File: config.mk
export PLATFORM = sky130hd
export DESIGN_NAME = bob_uart_tx
export DESIGN_NICKNAME = d
export VERILOG_FILES = /design/src/rtl/bob_uart_tx.sv
export SDC_FILE = /design/constraint.sdc
export NUM_CORES = 1
export LEC_CHECK = 0
export CORE_ASPECT_RATIO = 0.6
export CORE_MARGIN = 8
export CORE_UTILIZATION = 55
export CTS_BUF_LIST = sky130_fd_sc_hd__clkbuf_4 sky130_fd_sc_hd__clkbuf_8 sky130_fd_sc_hd__clkbuf_16
export CTS_CLUSTER_DIAMETER = 50
export DETAILED_ROUTE_END_ITERATION = 8
export GPL_ROUTABILITY_DRIVEN = 0
export GPL_TIMING_DRIVEN = 0
export PLACE_DENSITY = 0.79
export SLEW_MARGIN = 20
export SYNTH_ARGS = -nofsm -noshare
export SYNTH_HDL_FRONTEND = slang
export SYNTH_SLANG_ARGS = --single-unit
File: constraint.sdc
create_clock -name clock -period 3.6 [get_ports clock]
set_input_delay 0.54 -clock clock [delete_from_list [all_inputs] [get_ports clock]]
set_output_delay 0.54 -clock clock [all_outputs]
set_load 0.1 [all_outputs]
File: src/rtl/bob_uart_tx.sv
// -----------------------------------------------------------------------------
// bob_uart_tx
//
// Serialises one 9-bit reply word per frame onto an asynchronous serial line:
//   start bit (0), nine data bits LSB first, optional even-parity bit,
//   one stop bit (1). Every bit is held for exactly CLKS_PER_BIT clocks.
//
// Parameters
//   CLKS_PER_BIT  clock cycles per serial bit (2..65535)
//   PARITY_EN     1 = append an even-parity bit after the data, 0 = omit it
//
// Ports
//   clock          in   sole clock, all state updates on posedge
//   reset          in   synchronous, active-high reset
//   uart_tx_data   in   [8:0] reply word {plane_id[3:0], msg_type[2:0], msg_action[1:0]}
//   uart_tx_send   in   request to transmit uart_tx_data
//   uart_tx_ready  out  high while idle; a word is accepted on a posedge
//                       where uart_tx_send && uart_tx_ready
//   tx             out  registered serial line, idle high
//   tx_done        out  one-cycle pulse in the first idle cycle after a stop bit
//   dbg_state      out  [2:0] current FSM state, for observation only
//
// Handshake: uart_tx_send/uart_tx_ready form a valid/ready pair. A transfer
// happens on every posedge where both are high; ready stays high in IDLE for
// as long as it takes the requester to raise send, and send is ignored while
// ready is low. The word is latched at the transfer, so uart_tx_data may
// change freely afterwards.
// -----------------------------------------------------------------------------
module bob_uart_tx #(
    parameter int CLKS_PER_BIT = 434,
    parameter bit PARITY_EN    = 1'b1
) (
    input  logic       clock,
    input  logic       reset,
    input  logic [8:0] uart_tx_data,
    input  logic       uart_tx_send,
    output logic       uart_tx_ready,
    output logic       tx,
    output logic       tx_done,
    output logic [2:0] dbg_state
);

    // Baud counter runs 0..CLKS_PER_BIT-1; bit index runs 0..8.
    localparam int BAUD_W = $clog2(CLKS_PER_BIT);
    localparam int BIT_W  = $clog2(9);

    localparam logic [BAUD_W-1:0] BAUD_LAST = BAUD_W'(CLKS_PER_BIT - 1);
    localparam logic [BIT_W-1:0]  BIT_LAST  = BIT_W'(8);

    typedef enum logic [2:0] {
        S_IDLE   = 3'd0,
        S_START  = 3'd1,
        S_DATA   = 3'd2,
        S_PARITY = 3'd3,
        S_STOP   = 3'd4
    } state_t;

    state_t            state;
    logic [BAUD_W-1:0] baud_cnt;
    logic [BIT_W-1:0]  bit_idx;
    logic [8:0]        shift_reg;
    logic              parity_bit;
    logic              bit_end;

    // Last clock of the current serial bit.
    assign bit_end = (baud_cnt == BAUD_LAST);

    // Ready is decoded from state alone so it never depends on send.
    assign uart_tx_ready = (state == S_IDLE);
    assign dbg_state     = state;

    always_ff @(posedge clock) begin
        if (reset) begin
            state      <= S_IDLE;
            tx         <= 1'b1;
            tx_done    <= 1'b0;
            baud_cnt   <= '0;
            bit_idx    <= '0;
            shift_reg  <= '0;
            parity_bit <= 1'b0;
        end else begin
            tx_done <= 1'b0;

            case (state)
                S_IDLE: begin
                    tx <= 1'b1;
                    if (uart_tx_send) begin
                        shift_reg  <= uart_tx_data;
                        // XOR of the data makes the total count of ones even.
                        parity_bit <= ^uart_tx_data;
                        baud_cnt   <= '0;
                        bit_idx    <= '0;
                        tx         <= 1'b0;
                        state      <= S_START;
                    end
                end

                S_START: begin
                    if (bit_end) begin
                        baud_cnt <= '0;
                        tx       <= shift_reg[0];
                        state    <= S_DATA;
                    end else begin
                        baud_cnt <= baud_cnt + BAUD_W'(1);
                    end
                end

                S_DATA: begin
                    if (bit_end) begin
                        baud_cnt <= '0;
                        if (bit_idx == BIT_LAST) begin
                            bit_idx <= '0;
                            if (PARITY_EN) begin
                                tx    <= parity_bit;
                                state <= S_PARITY;
                            end else begin
                                tx    <= 1'b1;
                                state <= S_STOP;
                            end
                        end else begin
                            // The bit on the line is always shift_reg[0];
                            // shift_reg[1] becomes the next one.
                            bit_idx   <= bit_idx + BIT_W'(1);
                            shift_reg <= {1'b0, shift_reg[8:1]};
                            tx        <= shift_reg[1];
                        end
                    end else begin
                        baud_cnt <= baud_cnt + BAUD_W'(1);
                    end
                end

                S_PARITY: begin
                    if (bit_end) begin
                        baud_cnt <= '0;
                        tx       <= 1'b1;
                        state    <= S_STOP;
                    end else begin
                        baud_cnt <= baud_cnt + BAUD_W'(1);
                    end
                end

                S_STOP: begin
                    if (bit_end) begin
                        baud_cnt <= '0;
                        tx       <= 1'b1;
                        tx_done  <= 1'b1;
                        state    <= S_IDLE;
                    end else begin
                        baud_cnt <= baud_cnt + BAUD_W'(1);
                    end
                end

                default: begin
                    baud_cnt <= '0;
                    bit_idx  <= '0;
                    tx       <= 1'b1;
                    state    <= S_IDLE;
                end
            endcase
        end
    end

endmodule

After elaboration in Yosys (flattened, before gate mapping)
Cells that the tools add are included.
{ "classes": {"n_addsub": 2, "n_mul": 0, "div_mod_pow": 0, "magnitude_cmp": 0, "eq_ne": 14, "shift": 0, "muxes": 25, "n_bitwise": 2, "reduce_logical": 12} }
{ "op_table": {"columns": ["operator", "n"], "rows": [
  ["$mux W9", 5],
  ["$pmux W9 S2", 2],
  ["$mux W3", 6],
  ["$pmux W3 S5", 1],
  ["$ne A2 B2 Y1 const B", 7],
  ["$mux W4", 3],
  ["$pmux W4 S3", 1],
  ["$add A9 B1 Y9 const B", 1],
  ["$eq A9 B9 Y1 const B", 1],
  ["$reduce_xor A9 Y1", 1],
  ["$eq A3 B2 Y1 const B", 2],
  ["$mux W1", 6],
  ["$reduce_and A3 Y1", 2],
  ["$reduce_and A6 Y1", 1],
  ["$add A4 B1 Y4 const B", 1],
  ["$eq A4 B4 Y1 const B", 1],
  ["$pmux W1 S4", 1],
  ["$reduce_and A4 Y1", 1],
  ["$reduce_or A2 Y1", 2],
  ["$reduce_or A4 Y1", 1],
  ["$eq A3 B1 Y1 const B", 1],
  ["$eq A3 B3 Y1 const B", 1],
  ["$logic_not A3 Y1", 1],
  ["$reduce_or A3 Y1", 1],
  ["other kinds (4)", 5]
]} }
{ "totals": {"ff_bits": 28, "latchBits": 0, "ram_bits": 0, "rom_bits": 0, "output_inout_bits": 6, "word_cells": 62, "mem_count": 0} }

Longest topological paths before layout
{ "logic_depth": {"ltp_word": 4, "mapped_depth": 8, "depth_no_buf": 6} }

Least setup slack after synthesis
OpenSTA, ideal clock, no wires.
{ "synth_timing": {"kind": "register to output", "from": "register state[0], in the netlist dbg_state[0]", "to": "output port uart_tx_ready", "t_arrival_ns": 3.081, "slack_ns": -0.021, "stages_incl_launch_ff": 3, "cell_sequence": "dfxtp_1 -> clkbuf_1 -> nor3_1"} }
{ "synth_via": {"elab_chain_cells": 1} }
{ "synth_lines": {"columns": ["item", "line_no", "rtl"], "rows": [
  ["start: declaration", "58", "state_t state;"],
  ["start signal: assignment", "74", "state <= S_IDLE;"],
  ["start signal: assignment", "94", "state <= S_START;"],
  ["start signal: assignment", "102", "state <= S_DATA;"],
  ["$logic_not A3 Y1", "69", "assign uart_tx_ready = (state == S_IDLE);"],
  ["end: declaration", "37", "output logic uart_tx_ready,"]
]} }
No other way between the ends.

Worst setup path in the final report
Ends and elaborated chain as after synthesis.

==> flow_summary_export.csv <==
group,metric,value,unit
outcome,status,"finished, final reports clean",
sta,maxSlewViolCount,0,
yosys,muxShareOfSynthArea,0.00720,
yosys,synth_fa_ha_area_frac,0.0320,
detailed_routing,top_layer_used,"met4",
worst_setup_path,worst_setup_path_start_kind,"flip-flop",
detailed_routing,first_pass_iters,6,
clock_network,clk_path_buf_depth,2,
worst_setup_path,required,3.06,ns
finish,layout-drive-gt1-share,0.0887,
grt,grt_pass1_vias,1308,
detailed_routing,wl_met3,284,um
floorplanning,die_w,84.8,um
power,power.leakage,0.667,nW
yosys,synth_flop_cell,"dfxtp_1",
yosys,synthSimpleGateAreaFrac,0.270,
finish,synthToLayoutAreaGrowth,16.8,%
place,placed_cells,233,
job,maxCapViolCount,0,
floorplanning,ioPinCount,18,
sta,fmax,0.354,GHz
sta,period_minus_slack,2.83,ns
yosys,syn_area,1560,um^2
clock_network,clock-sinks,28,
sta,slew_headroom,0.349,
worst_setup_path,crit_type,"flip-flop to primary output",
yosys,synth_top_family_by_area,"simple AND/OR/NAND/NOR gates",
worst_setup_path,worstSetupEndpointType,"primary output",
detailed_routing,wl_met2,1590,um
yosys,yosysSeqAreaShare,0.358,
sta,final-setup-viol-count,0,
finish,diodes,0,
finish,fillers,238,
detailed_routing,route.detailed.drc,0,
finish,fin_nets,220,
sta,grt_setup_unrepaired,"no",
clock_network,cts_made_buffers,3,
yosys,synth.distinct_cells,50,
detailed_routing,post_drt_wl_per_cell,15.7,um
worst_setup_path,cp_max_fo,10,
place,port_buffers,16,
grt,antenna_found_initial,0,
yosys,yosysWarningCount,0,
worst_setup_path,arrival,2.29,ns
detailed_routing,wl_met1,1810,um
yosys,synth_nets,199,
sta,setup-tns-final,0,ns
finish,stdcell_count,237,
yosys,synth_cells,183,
finish,layout.area.seq,561,um^2
detailed_routing,routed_via_density,6.16,
floorplanning,start_util,0.559,
floorplanning,core,2800,um^2
sta,skew,0.00955,ns
sta,fin_hold_ws,0.479,ns
clock_network,cts.reportedPaths.clkPinSlew,0.10,ns
finish,multi_input_area,931,um^2
grt,grt_first_pass_wirelength,6250,um
power,powerDensity,352,nW/um^2
power,max-vdd-ir-drop,0.288,mV
detailed_routing,wl,3730,um
clock_network,post_cts_buffers,0,
clock_network,clock_latency,0.28,ns
yosys,synth_edf_count,0,
detailed_routing,vias,1461,
yosys,synthXorXnorAreaFrac,0.0928,
clock_network,tritoncts,"done",
sta,hold_viol,0,
clock_network,h-tree-depth,1,
yosys,synth-compound-area-share,0.190,
clock_network,cts_resized,0,
grt,grt_max_degree,16,
yosys,synth_seq_cells,28,
sta,post-route-period-util,0.786,
grt,grt_overflow,0,
clock_network,ctsHoldBuffers,0,
grt,grt_usage,0.158,
detailed_routing,ant_nets,0,
detailed_routing,drt_iter0_drc,195,
clock_network,cts-root-buf,"clkbuf_8",
floorplanning,rows,15,
hold_path,holdCritPathClass,"flip-flop to flip-flop",
place,dpl.hpwl,2840,um
yosys,postSynthAreaPerCell,8.55,um^2
sta,tightest_slew,0.973,ns
floorplanning,die_h,57.3,um
yosys,async_reset_ff_frac,0,
floorplanning,fp.dieArea,4860,um^2
critical path, stage by stage, from the launching register on:
cell and delay (ns):
dfxtp_1 0.40, clkbuf_1 0.24, nor3_2 0.21, clkdlybuf4s50_1 1.15
placed cells by master (no fill, tap or decap), drive strengths merged, types with 6 or more instances in the layout:
| cell type | n |
|---|---|
| xor2 | 6 |
| nand2 | 22 |
| nor2 | 21 |
| xnor2 | 8 |
| a21oi | 7 |
| a311oi | 10 |
| inv | 8 |
| o21ai | 8 |
| dfxtp | 28 |
| clkdlybuf4s50 | 16 |
| clkbuf | 10 |
synthesized netlist by cell type (2+ instances only):
cell type | instances | area share
buf_2 | 2 | 0.0064
or3b_2 | 2 | 0.011
or4_1 | 2 | 0.0096
nor3b_1 | 2 | 0.0096
clkbuf_1 | 6 | 0.014
and3_1 | 2 | 0.0080
a311oi_2 | 2 | 0.019
a21oi_1 | 7 | 0.022
dfxtp_1 | 28 | 0.36
nor2b_1 | 3 | 0.012
nor2_1 | 21 | 0.050
nand4_1 | 3 | 0.012
ha_1 | 4 | 0.032
nand2_1 | 22 | 0.053
nor3_1 | 4 | 0.013
xor2_1 | 6 | 0.034
inv_1 | 8 | 0.019
o21ai_0 | 7 | 0.022
xnor2_1 | 8 | 0.045
nand3_1 | 5 | 0.016
a311oi_1 | 8 | 0.045
nor4_1 | 3 | 0.012
area by class of cell:
type,count,area share
Sequential cell,28,0.307
Multi-Input combinational cell,137,0.510
Buffer,10,0.0260
Clock buffer,4,0.0301
Inverter,8,0.0164
Tap cell,34,0.0233
Timing Repair Buffer,16,0.0877
metrics by stage:
stage / worst slack, ns / power (mW) / instance area (um^2) / util
final: 0.771 / 0.643 / 1830 / 0.653
after global placement: 1.03 / 0.447 / 1770 / 0.634
after detailed placement: 0.976 / 0.451 / 1770 / 0.634
after global routing: 0.656 / 0.672 / 1830 / 0.653
after floorplan: 0.823 / 0.417 / 1570 / -
after CTS: 0.773 / 0.644 / 1830 / 0.653
layer usage:
| layer | vias to the layer above | GRT usage |
|---|---|---|
| met5 | - | 0 |
| met4 | 0 | 0.0503 |
| met3 | 8 | 0.0415 |
| met2 | 66 | 0.226 |
| met1 | 690 | 0.221 |
| li1 | 697 | - |
report_power, final:
group / internal [mW] / leakage [nW] / switching, mW
clock network: 0.0981 / 0.0288 / 0.0998
registers: 0.323 / 0.229 / 0.0103
logic: 0.0480 / 0.410 / 0.0633
total: 0.469 / 0.667 / 0.173
logic make-up (layout without fill, tap and decap cells):
family	count (synthesis)	after routing
AO/OA/AOI/OAI	37	37
AND/OR/NAND/NOR	80	80
flip-flops	28	28
buffers and inverters	18	38
adder cells (fa/ha/maj)	4	4
XOR/XNOR	15	15
multiplexers	1	1
path summary, 6_finish.rpt:
| kind | from | end | slack (ns) | cells past startpoint |
|---|---|---|---|---|
| max reg2reg | bit_idx[0] | shift_reg[7] | 1.37 | 8 |
| min reg2reg | shift_reg[6] | shift_reg[5] | 0.48 | 2 |
| min | shift_reg[6] | shift_reg[5] | 0.48 | 2 |
| max | dbg_state[0] | uart_tx_ready | 0.77 | 3 |
(Power assumes the default switching activity.)
